### src/rtl/parity_pkg.sv
// Shared types and constants for the parity-protected serial receiver.
package parity_pkg;

    typedef enum logic [1:0] {
        RECV = 2'd0,
        PAR  = 2'd1,
        HOLD = 2'd2
    } rx_state_t;

    localparam int PAR_EVEN  = 0;
    localparam int PAR_ODD   = 1;
    localparam int ERR_CNT_W = 8;

endpackage

### src/rtl/parity_tree.sv
// XOR reduction of a W-bit vector down to a single parity bit.
module parity_tree #(
    parameter int W = 8
) (
    input  logic [W-1:0] vec_i,
    output logic         par_o
);

    assign par_o = ^vec_i;

endmodule

### src/rtl/parity_check_rx.sv
// Serial parity-frame receiver: N data bits LSB first, one parity bit, then a held word.
// Optional saturating parity-error counter enabled by defining PARITY_ERR_CNT_EN.
module parity_check_rx
    import parity_pkg::*;
#(
    parameter int N          = 8,
    parameter int PARITY_ODD = 0
) (
    input  logic                 clk,
    input  logic                 rst_n,
    input  logic                 s_valid,
    input  logic                 s_bit,
    output logic                 s_ready,
    input  logic                 s_clr,
    output logic                 m_valid,
    input  logic                 m_ready,
    output logic [N-1:0]         m_data,
    output logic                 m_perr
`ifdef PARITY_ERR_CNT_EN
    ,
    output logic [ERR_CNT_W-1:0] err_cnt
`endif
);

    localparam int   CW      = $clog2(N);
    localparam logic ODD_BIT = (PARITY_ODD != PAR_EVEN);

    rx_state_t       state_q, state_d;
    logic [CW-1:0]   cnt_q, cnt_d;
    logic [N-1:0]    data_q, data_d;
    logic            perr_q, perr_d;
    logic            dataPar;
    logic            xfer;

    parity_tree #(.W(N)) u_tree (
        .vec_i (data_q),
        .par_o (dataPar)
    );

    // m_valid is simply "in HOLD", so both handshake outputs come straight from state.
    assign s_ready = (state_q != HOLD);
    assign m_valid = (state_q == HOLD);
    assign m_data  = data_q;
    assign m_perr  = perr_q;
    assign xfer    = s_valid && s_ready;

    always_comb begin
        state_d = state_q;
        cnt_d   = cnt_q;
        data_d  = data_q;
        perr_d  = perr_q;
        unique case (state_q)
            RECV: begin
                if (s_clr) begin
                    cnt_d = '0;
                end else if (xfer) begin
                    data_d[cnt_q] = s_bit;
                    if (cnt_q == CW'(N-1)) begin
                        cnt_d   = '0;
                        state_d = PAR;
                    end else begin
                        cnt_d = cnt_q + 1'b1;
                    end
                end
            end
            PAR: begin
                if (s_clr) begin
                    cnt_d   = '0;
                    state_d = RECV;
                end else if (xfer) begin
                    perr_d  = dataPar ^ s_bit ^ ODD_BIT;
                    state_d = HOLD;
                end
            end
            HOLD: begin
                // s_clr is deliberately ignored here so a finished word is never dropped.
                if (m_ready) begin
                    cnt_d   = '0;
                    state_d = RECV;
                end
            end
            default: begin
                cnt_d   = '0;
                state_d = RECV;
            end
        endcase
    end

    always_ff @(posedge clk or negedge rst_n) begin
        if (!rst_n) begin
            state_q <= RECV;
            cnt_q   <= '0;
            data_q  <= '0;
            perr_q  <= 1'b0;
        end else begin
            state_q <= state_d;
            cnt_q   <= cnt_d;
            data_q  <= data_d;
            perr_q  <= perr_d;
        end
    end

`ifdef PARITY_ERR_CNT_EN
    logic [ERR_CNT_W-1:0] errCnt_q, errCnt_d;
    logic                 frameBad;

    // Counts on the same edge a bad frame moves into HOLD; saturates instead of wrapping.
    assign frameBad = (state_q == PAR) && !s_clr && xfer && perr_d;

    always_comb begin
        errCnt_d = errCnt_q;
        if (frameBad && (errCnt_q != {ERR_CNT_W{1'b1}})) begin
            errCnt_d = errCnt_q + 1'b1;
        end
    end

    always_ff @(posedge clk or negedge rst_n) begin
        if (!rst_n) begin
            errCnt_q <= '0;
        end else begin
            errCnt_q <= errCnt_d;
        end
    end

    assign err_cnt = errCnt_q;
`endif

endmodule

### config.mk
export PLATFORM = sky130hd
export DESIGN_NAME = parity_check_rx
export DESIGN_NICKNAME = d
export VERILOG_FILES = /design/src/rtl/parity_pkg.sv /design/src/rtl/parity_tree.sv /design/src/rtl/parity_check_rx.sv
export SDC_FILE = /design/constraint.sdc
export NUM_CORES = 1
export LEC_CHECK = 0
export CORE_MARGIN = 4
export CORE_UTILIZATION = 50
export DETAILED_ROUTE_END_ITERATION = 16
export PLACE_DENSITY_LB_ADDON = 0.3
export REMOVE_ABC_BUFFERS = 1
export SETUP_SLACK_MARGIN = 0.2
export SYNTH_ARGS = -nofsm -noshare
export SYNTH_HDL_FRONTEND = slang
export SYNTH_SLANG_ARGS = --single-unit
### constraint.sdc
create_clock -name clk -period 2.6 [get_ports clk]
set_input_delay 0.26 -clock clk [delete_from_list [all_inputs] [get_ports clk]]
set_output_delay 0.26 -clock clk [all_outputs]
set_load 0.01 [all_outputs]
Word level (Yosys, flattened, before mapping)
Index checks and enable logic that the tools add are counted.
{"block": "totals", "reg_bits": 14, "latchBits": 0, "ramBits": 0, "rom_bits": 0, "out_inout_bits": 11, "elab_cells": 44, "mem_count": 0}
{"block": "op_classes", "addsub": 1, "multipliers": 0, "div": 0, "n_lt_le_gt_ge": 2, "n_eq_ne": 11, "shift": 0, "muxes": 16, "bitwise_logic": 2, "reduce_logical": 8}
{"cell": "2-to-1 mux 3 bit", "n": 5}
{"cell": "2-to-1 mux 2 bit", "n": 6}
{"cell": "!= test 2 bit, second input constant", "n": 5}
{"cell": "case mux 3 bit (3 select lines)", "n": 1}
{"cell": "AND reduction 3 bit", "n": 3}
{"cell": "bitwise mux 8 bit", "n": 1}
{"cell": "XOR reduction 8 bit", "n": 1}
{"cell": "!= test 3 bit, second input constant", "n": 2}
{"cell": "case mux 2 bit (3 select lines)", "n": 1}
{"cell": "AND reduction 5 bit", "n": 1}
{"cell": "less-than comparator 3 x 4 -> 1 bit, second input constant", "n": 1}
{"cell": "adder 3 x 1 -> 3 bit, second input constant", "n": 1}
{"cell": "demux 1 bit (select 3 bit)", "n": 1}
{"cell": "== test 3 bit, second input constant", "n": 1}
{"cell": "greater-or-equal comparator 3 x 1 -> 1 bit, second input constant", "n": 1}
{"cell": "== test 2 x 1 -> 1 bit, second input constant", "n": 1}
{"cell": "== test 2 bit, second input constant", "n": 1}
{"cell": "logical AND 1 bit", "n": 2}
{"cell": "zero test 2 bit", "n": 1}
{"cell": "!= test 2 x 1 -> 1 bit, second input constant", "n": 1}
{"cell": "2-to-1 mux 1 bit", "n": 1}
{"cell": "NOT 1 bit", "n": 1}
{"cell": "XOR 1 bit", "n": 1}

Logic depth before layout (Yosys ltp)
{"block": "logic_depth", "word_depth": 5, "mapped_depth": 5, "depth_no_buf": 4}

Hierarchy
Synthesis repeated with hierarchy kept, for this count alone.
{"block": "hier_totals", "hier_cells": 64, "hier_area_um2": 744.5}
{"module": "parity_check_rx", "instances": 1, "cells_each": 57, "area_each_um2": 683.2}
{"module": "parity_tree", "instances": 1, "cells_each": 7, "area_each_um2": 61.3}

Worst setup path before layout
No wires, ideal clock.
{"block": "synth_timing", "path_type": "reg2reg", "startpoint": "register state_q[1]", "endpoint": "register data_q[2], in the netlist m_data[2]", "arrival_time_ns": 1.423, "path_slack_ns": 1.050, "stages_incl_launch_ff": 5, "synth_period_minus_slack_ns": 1.550, "cell_sequence": "dfrtp_1 > nor4b_4 > nand2b_2 > nor3b_2 > mux2_1"}
{"block": "synth_via", "elab_chain_cells": 3}
{"element": "start, declared", "line_no": "parity_check_rx.sv:28", "rtl": "rx_state_t state_q, state_d;"}
{"element": "start signal, assigned", "line_no": "parity_check_rx.sv:96", "rtl": "state_q <= state_d;"}
{"element": "!= test 2 bit", "line_no": "parity_check_rx.sv:41", "rtl": "assign s_ready = (state_q != HOLD);"}
{"element": "logical AND 1 bit", "line_no": "parity_check_rx.sv:45", "rtl": "assign xfer = s_valid && s_ready;"}
{"element": "AND reduction 3 bit (no source line) (*)"}
{"element": "end signal, assigned", "line_no": "parity_check_rx.sv:98", "rtl": "data_q <= data_d;"}
{"element": "end, declared", "line_no": "parity_check_rx.sv:30", "rtl": "logic [N-1:0] data_q, data_d;"}
Mark *: on every way between the ends. The rest lies on a longest branch, timed or not.
A chain may end at the register's enable or synchronous reset.

Worst setup path after layout
{"block": "layout_timing", "startpoint": "register state_q[0]", "endpoint": "output m_valid"}
{"block": "layout_via", "elab_chain_cells": 1}
{"element": "== test 2 bit", "line_no": "parity_check_rx.sv:42", "rtl": "assign m_valid = (state_q == HOLD);"}
{"element": "end, declared", "line_no": "parity_check_rx.sv:15", "rtl": "output logic m_valid,"}
Every way passes these cells.

==> results.py <==
metrics = {
    "run_status": {
        "status": "finished clean",
    },
    "sta": {
        "fin_tns_setup_ps": 0,
        "period_needed_ps": 1820,
        "final_hold_viol_count": 0,
        "setup_viol": 0,
        "fmax_mhz": 549,
        "post-route-period-util_pct": 70.0,
        "slew_headroom_pct": 58.0,
        "rsz0062_at_grt": "false",
        "final.setup.worst_slack_ps": 780,
        "slew_violations": 0,
        "tightest_slew_ps": 627,
        "skew_ps": 0.490,
    },
    "flow_run": {
        "cap_violations": 0,
    },
    "placement": {
        "port_buffers": 16,
        "place_ws_ps": 613,
        "dp.final_hpwl_um": 1050,
        "placed_cells": 92,
        "place.gp.congestion": 0.703,
    },
    "setup_path": {
        "crit_arrival_ps": 1560,
        "cp-start-kind": "flip-flop",
        "crit_type": "reg2out",
        "end_kind": "primary output",
        "cp_max_fo": 6,
        "crit_required_ps": 2340,
    },
    "yosys": {
        "syn-cell-area_um2": 783,
        "ys_seq_area_share_pct": 44.7,
        "synth_area_leaders": "dfrtp_1 45%, mux2_1 12%, nor3b_2 6.4%",
        "yosysTopAreaCellShare_pct": 44.7,
        "syn_area_per_cell_um2": 12.8,
        "yosysTopAreaCell": "dfrtp_1",
        "syn_inst": 61,
        "synth_ff_type": "dfrtp_1",
        "synthTopCellsByCount": "14 x dfrtp_1, 8 x mux2_1, 4 x nor3_1, 4 x nor3b_2, 4 x xnor2_1",
        "synth_cell_type_count": 28,
        "yosysWarnings": 0,
        "synth_edf_count": 0,
        "synth.most_common_cell": "dfrtp_1",
        "ys_seq_elements": 14,
        "async_flop_share_pct": 100,
    },
    "cells_and_area": {
        "area_delta_synth_final_pct": 24.9,
        "finalNonFillerCells": 95,
        "diodes": 0,
        "regArea_um2": 350,
        "multiInputGateArea_um2": 418,
        "drive_gt1_share_pct": 16.5,
        "nNetsFinal": 89,
        "nFillCells": 120,
    },
    "grt": {
        "antenna_found_initial": 0,
        "gr-usage-met2_pct": 23.5,
        "grt_busiest_layer": "met2",
        "grt_max_degree": 15,
        "grt_pass1_wl_um": 2330,
        "grt_pass1_vias": 551,
        "grt_use_met1_pct": 18.7,
        "overflow": 0,
        "grt_use_total_pct": 15.2,
        "met3_usage_pct": 3.76,
    },
    "cts": {
        "cts_hold_buf": 0,
        "clk_pin_slew_ps": 70,
        "htreeDepth": 1,
        "cts_setup_buffers": 0,
        "ctsResizeCount": 0,
        "cts_buffers": 3,
        "cts.sink_count": 14,
        "clock_latency_ps": 270,
        "clk_path_buf_depth": 2,
        "cts_tree": "built",
        "cts_root_buf": "clkbuf_4",
    },
    "die": {
        "dieArea_mm2": 0.00226,
        "fp.coreArea_mm2": 0.00149,
        "initial_core_util_pct": 52.6,
        "die_x_um": 47.6,
        "rows": 14,
        "io_pins": 17,
        "die_h_um": 47.6,
    },
    "drt": {
        "dr.first_iter.drc_count": 6,
        "wirelength_um": 1370,
        "via_per_inst": 5.58,
        "route.detailed.drc": 0,
        "wl_per_cell_um": 14.4,
        "ant_nets": 0,
        "vias": 530,
        "dr.pass1.iters": 3,
    },
    "hold_path": {
        "hold_path_class": "in2async",
    },
    "pwr": {
        "ir_drop_mv": 0.481,
        "leakage_uw": 0.000439,
        "finalPower_uw": 539,
        "pwr_density_cell_mw_per_mm2": 551,
    },
}
==> logic make-up (layout without fill, tap and decap cells) <==
| kind of cell | after synthesis | in the layout | share of synthesized area (%) |
|---|---|---|---|
| XOR/XNOR | 7 | 7 | 10.5 |
| AND/OR/NAND/NOR | 19 | 19 | 20.3 |
| adder cells (fa/ha/maj) | 2 | 2 | 3.19 |
| multiplexers | 9 | 9 | 12.9 |
| AO/OA/AOI/OAI | 7 | 7 | 6.39 |
| buffers and inverters | 3 | 21 | 1.92 |
| flip-flops | 14 | 14 | 44.7 |
==> flip-flops by register name, indices dropped and copies added, names as in the netlist <==
name / count
m_perr: 1
state_q: 2
m_data: 8
cnt_q: 3
==> path summary, 6_finish.rpt <==
path | start | slack [ps] | cells past startpoint | end
max in group asynchronous | rst_n | 1820 | 1 | cnt_q[0]
worst max-delay path | state_q[0] | 780 | 3 | m_valid
worst max register to register | state_q[1] | 940 | 4 | m_data[2]
min in group clk | m_perr | 520 | 1 | m_perr
worst min-delay path | rst_n | 380 | 1 | m_data[5]
worst min register to register | m_perr | 520 | 1 | m_perr
==> where the power goes <==
part | leakage (uW) | switching [uW] | internal (uW) | total (uW)
Clock | 0.0000138 | 62.8 | 53.6 | 116
Sequential | 0.000188 | 23.4 | 240 | 263
Combinational | 0.000237 | 59.9 | 100 | 160
==> area by class of cell <==
cell class	count	area share, %
inverters	2	0.767
flip-flops and latches	14	35.8
well taps	16	2.05
multi-input cells	44	42.7
repair buffers	16	16.4
clock buffers	3	2.30
==> critical path, cell delays in order (launching register included) <==
cell	delay [ps]
dfrtp_1	450
nand2b_1	220
inv_2	80
clkdlybuf4s50_1	530
==> through the flow <==
step	hold slack, ps	utilization, %	cell area, um2
after floorplan	-35.6	-	776
after global placement	492	64.2	956
after detailed placement	511	64.2	956
after CTS	389	65.7	978
after global routing	407	65.7	978
final	375	65.7	978
==> per-layer routing <==
| metal | share of wire [%] | up-vias | wire [um] |
|---|---|---|---|
| li1 | - | 258 | - |
| met1 | 47 | 257 | 640 |
| met2 | 48 | 11 | 655 |
| met3 | 3.2 | 4 | 44 |
| met4 | 2.0 | 0 | 27 |
| met5 | 0 | - | 0 |
==> placed cells by master, fill, tap and decap left out <==
| cell | netlist | layout |
|---|---|---|
| mux2_1 | 8 | 8 |
| a31oi_1 | 1 | 1 |
| nor3_1 | 4 | 4 |
| or4bb_1 | 1 | 1 |
| nand2_1 | 1 | 1 |
| nand2b_1 | 1 | 1 |
| xor2_1 | 1 | 1 |
| ha_1 | 2 | 2 |
| dfrtp_1 | 14 | 14 |
| a21o_1 | 1 | 1 |
| inv_2 | 1 | 1 |
| mux2_2 | 1 | 1 |
| nor2b_1 | 2 | 2 |
| nand2b_2 | 1 | 1 |
| nor2_1 | 2 | 2 |
| xnor2_1 | 4 | 4 |
| o2bb2ai_1 | 1 | 1 |
| nor3b_2 | 4 | 4 |
| clkbuf_4 | 0 | 3 |
| xnor2_2 | 1 | 1 |
| a21oi_1 | 1 | 1 |
| nand2_2 | 1 | 1 |
| xnor3_1 | 1 | 1 |
| a22o_1 | 2 | 2 |
| inv_1 | 1 | 1 |
| nor4b_4 | 1 | 1 |
| o21ai_1 | 1 | 1 |
| clkdlybuf4s50_1 | 0 | 16 |
| nor4b_1 | 1 | 1 |
Power figures use the tool's default switching activity.
